==> config.mk <==
export PLATFORM = sky130hd
export DESIGN_NAME = plot_arbiter
export DESIGN_NICKNAME = d
export VERILOG_FILES = /design/src/rtl/plot_arbiter.sv
export SDC_FILE = /design/constraint.sdc
export NUM_CORES = 1
export LEC_CHECK = 0
export CAP_MARGIN = 20
export CORE_MARGIN = 2
export CORE_UTILIZATION = 55
export DETAILED_ROUTE_END_ITERATION = 8
export MAX_ROUTING_LAYER = met4
export PLACE_DENSITY = 0.78
export SLEW_MARGIN = 5
export SYNTH_ARGS = -nofsm -noshare
export SYNTH_HDL_FRONTEND = slang
export SYNTH_SLANG_ARGS = --single-unit
==> constraint.sdc <==
create_clock -name clk -period 2.17 [get_ports clk]
set_input_delay 0.3255 -clock clk [delete_from_list [all_inputs] [get_ports clk]]
set_output_delay 0.3255 -clock clk [all_outputs]
set_load 0.01 [all_outputs]
==> src/rtl/plot_arbiter.sv <==
// Plotter arbiter: grants one of N_REQ requesters, pulses plot_start,
// waits for plot_done or a timeout, then pulses req_done to the owner.
// Ports: clk, reset (async active-low), req[N_REQ], plot_done in;
//        grant[N_REQ], plot_start, req_done[N_REQ], busy, timeout_err out.
// Config: define PLOT_ARB_RR_EN for round-robin, else fixed priority.
module plot_arbiter #(
  parameter int N_REQ       = 4,
  parameter int TIMEOUT_CYC = 76800
) (
  input  logic             clk,
  input  logic             reset,
  input  logic [N_REQ-1:0] req,
  input  logic             plot_done,
  output logic [N_REQ-1:0] grant,
  output logic             plot_start,
  output logic [N_REQ-1:0] req_done,
  output logic             busy,
  output logic             timeout_err
);

  localparam int CW = $clog2(TIMEOUT_CYC) + 1;
  localparam int PW = (N_REQ > 1) ? $clog2(N_REQ) : 1;
  localparam logic [CW-1:0] TERM = CW'(TIMEOUT_CYC - 1);

  typedef enum logic [1:0] {
    S_IDLE  = 2'd0,
    S_GRANT = 2'd1,
    S_BUSY  = 2'd2,
    S_REL   = 2'd3
  } state_t;

  state_t r_state;
  state_t w_next;

  logic [N_REQ-1:0] r_grant;
  logic             r_plot_start;
  logic [N_REQ-1:0] r_req_done;
  logic             r_busy;
  logic             r_tmo_err;
  logic [CW-1:0]    r_cnt;

  logic [N_REQ-1:0] w_win_oh;
  logic [PW-1:0]    w_win_idx;
  logic             w_found;
  logic             w_tmo;
  logic             w_take;

`ifdef PLOT_ARB_RR_EN
  logic [PW-1:0]    r_ptr;
`endif

  // Winner selection
  always_comb begin
    w_win_idx = '0;
    w_found   = 1'b0;
`ifdef PLOT_ARB_RR_EN
    // Search starts one past the last winner and wraps.
    for (int k = 1; k <= N_REQ; k++) begin
      if (!w_found && req[(int'(r_ptr) + k) % N_REQ]) begin
        w_found   = 1'b1;
        w_win_idx = PW'((int'(r_ptr) + k) % N_REQ);
      end
    end
`else
    for (int i = 0; i < N_REQ; i++) begin
      if (!w_found && req[i]) begin
        w_found   = 1'b1;
        w_win_idx = PW'(i);
      end
    end
`endif
    w_win_oh = N_REQ'(w_found) << w_win_idx;
  end

  assign w_take = (r_state == S_IDLE) && w_found;

  // Next state
  always_comb begin
    w_next = r_state;
    w_tmo  = 1'b0;
    unique case (r_state)
      S_IDLE:  if (w_found) w_next = S_GRANT;
      S_GRANT: w_next = S_BUSY;
      S_BUSY: begin
        // A done pulse on the terminal cycle beats the timeout.
        if (plot_done) begin
          w_next = S_REL;
        end else if (r_cnt == TERM) begin
          w_next = S_REL;
          w_tmo  = 1'b1;
        end
      end
      S_REL:   w_next = S_IDLE;
      default: w_next = S_IDLE;
    endcase
  end

  always_ff @(posedge clk or negedge reset) begin
    if (!reset) begin
      r_state      <= S_IDLE;
      r_grant      <= '0;
      r_plot_start <= 1'b0;
      r_req_done   <= '0;
      r_busy       <= 1'b0;
      r_tmo_err    <= 1'b0;
      r_cnt        <= '0;
    end else begin
      r_state      <= w_next;
      r_plot_start <= (w_next == S_GRANT);
      r_busy       <= (w_next != S_IDLE);
      r_req_done   <= (w_next == S_REL) ? r_grant : '0;
      if (w_take) begin
        r_grant <= w_win_oh;
      end else if (r_state == S_REL) begin
        r_grant <= '0;
      end
      if (r_state == S_GRANT) begin
        r_cnt <= '0;
      end else if (r_state == S_BUSY && r_cnt != '1) begin
        r_cnt <= r_cnt + 1'b1;
      end
      if (w_tmo) r_tmo_err <= 1'b1;
    end
  end

`ifdef PLOT_ARB_RR_EN
  always_ff @(posedge clk or negedge reset) begin
    if (!reset) begin
      r_ptr <= PW'(N_REQ - 1);
    end else if (w_take) begin
      r_ptr <= w_win_idx;
    end
  end
`endif

  assign grant       = r_grant;
  assign plot_start  = r_plot_start;
  assign req_done    = r_req_done;
  assign busy        = r_busy;
  assign timeout_err = r_tmo_err;

endmodule

==> metrics <==
RSZ-0062 raised after global routing=no; final hold vios=0; Ys Warns=0; DR WL met3=203 um; Post-CTS Setup Repair Bufs=0; ys flop type=dfrtp_1; critical-path cell list=inv_1, ha_1, buf_4, and4_1, nand3_1, or4_1, a21oi_1; Final Non-Filler Cells=231; final WL=3690 um; die area=3500 um^2; R2R Setup Slk=150 ps; Antenna diodes=0; Worst Skew=4.55 ps; HPWL after DPL=2710 um; max-slew violation count=0; M1 WL=1670 um; GR Overflow Total=0; vias in the first global route=1337; Placed Cells=223; Hold Buf Count CTS=0; Starting DRT DRC Count=138; top post-synthesis cells by area=dfrtp_1 46%, ha_1 4.5%, a21oi_1 3.6%; actual slew at the worst max-slew pin=606 ps; post-cts sizing count=0; antenna violations before repair=0; Seq cells post-synth=31; crit path buf inv count=2; DRC=0; Synth area leader=dfrtp_1; metal2 WL=1780 um; Clock Sinks=31; peak supply drop=0.703 mV; Tmin final=2020 ps; Wirelength per Cell=16.0 um; worst endpoint data arrival time=2290 ps; Rel. slew slack=59.2%; Syn Nets=184; TritonCTS Buffers=5; Syn Area/Cell=9.78 um^2; fillers=237; Max-cap violations=0; highest-count cells in the layout ignoring fill and taps=31 x dfrtp_1, 17 x clkdlybuf4s50_1, 12 x a21oi_1; GP Congestion=0.892; pwr dens=951 nW/um^2; Clock Latency Late Sink=340 ps; CTS HTree Levels=2; critical path's top delay family=simple AND/OR/NAND/NOR gates; count of input and output buffers=17; area delta synth->final=17.8%; first-pass GRT wire length=6020 um; CP Max Fanout=7; # rows=20; final hold slack=366 ps; number of synthesized flops with an enable pin=0; Req. time, crit path=2440 ps; share of cells above drive strength 1=11.6%; Setup CP Type=reg -> reg; post-route setup TNS=0 ps; drt first pass iters=5; Hold/Removal Path Class=in -> async; Post-Syn Area=1670 um^2; commonest non-fill, non-tap cell in the layout=dfrtp_1; core area=2980 um^2; Ports=18; Static Leak=0.800 nW; Root Buffer=clkbuf_4; total vias in the final route=1453; CP Capture Type=register; post-synthesis sequential area ratio=46.4%; max layer used=met4; Die X=59.1 um; Final period util=93.2%; Setup Viol. Count Final=0; slowest stage delay, CP=460 ps; achievable frequency=495 MHz; largest net degree at the start of global routing=32; CTS tree=built; CTS max path bufs=2; Final #Nets=210; Clock transition at path regs=100 ps; Die Y=59.1 um; GRT Resource Usage Total=24.2%; via/cell ratio=6.29; outcome=finished, final reports clean; Post-synth ARST share=100%; Synth cell types=45; post-synth top area share=46.4%; Worst setup SP type=register; Worst path slowest cell=dfrtp_1; Starting Density=56.1%; Cells after Synth=171; antenna-violating nets left=0
==> stage by stage <==
step	utilization [%]	area, um^2	power (mW)	setup slack, ps
after floorplan	-	1670	1.25	339
after global placement	64.2	1910	1.51	196
after detailed placement	64.2	1910	1.56	142
after CTS	66.1	1970	1.89	151
after global routing	66.1	1970	2.01	1.58
final	66.1	1970	1.87	148
==> state kept, by name, summed over array words and instances (netlist names) <==
| signal | cells |
|---|---|
| timeout_err | 1 |
| grant | 4 |
| r_cnt | 18 |
| r_state | 2 |
| busy | 1 |
| req_done | 4 |
| plot_start | 1 |
==> final timing paths <==
| path | from | endpoint | cells after the start |
|---|---|---|---|
| max | r_state[0] | r_cnt[11] | 7 |
| min | reset | req_done[3] | 2 |
| max reg2reg | r_state[0] | r_cnt[11] | 7 |
| min reg2reg | timeout_err | timeout_err | 2 |
| max in group asynchronous | reset | r_cnt[4] | 2 |
| min in group clk | timeout_err | timeout_err | 2 |
==> layout make-up <==
type / instances / area [um^2] / area share [%]
clock buffer: 5 / 37.5 / 1.91
clock inverter: 3 / 20.0 / 1.02
inverter: 8 / 30.0 / 1.52
multi-input combinational: 128 / 850 / 43.1
sequential: 31 / 776 / 39.4
tap: 33 / 41.3 / 2.10
timing repair buffer: 23 / 215 / 10.9
==> report_power, final <==
part	leakage (nW)	internal, mW	total (mW)	switching [mW]
logic	0.362	0.348	0.736	0.388
clock network	0.0272	0.123	0.329	0.205
registers	0.411	0.697	0.809	0.112
==> metal layers <==
layer | global-route usage, % | vias to the layer above
met3 | 6.33 | 6
met5 | - | -
li1 | - | 705
met2 | 36.8 | 48
met1 | 30.9 | 694
met4 | 9.42 | 0
==> synth_stat cells (all sizes together) (5+ instances only) <==
library cell	number
or3	5
nand3	10
or4	5
nor2	8
dfrtp	31
nor3	9
ha	6
and3	5
inv	8
o21ai	5
o31ai	6
nand2	11
nand4	5
a21oi	12
==> cells by family after synthesis <==
logic type	count (synthesis)	synth area share, %
simple gates	80	29.0
buf+inv	12	2.77
fa+ha+maj	6	4.49
mux	2	1.27
compound gates	40	16.0
flops	31	46.4
(Power assumes the default switching activity.)
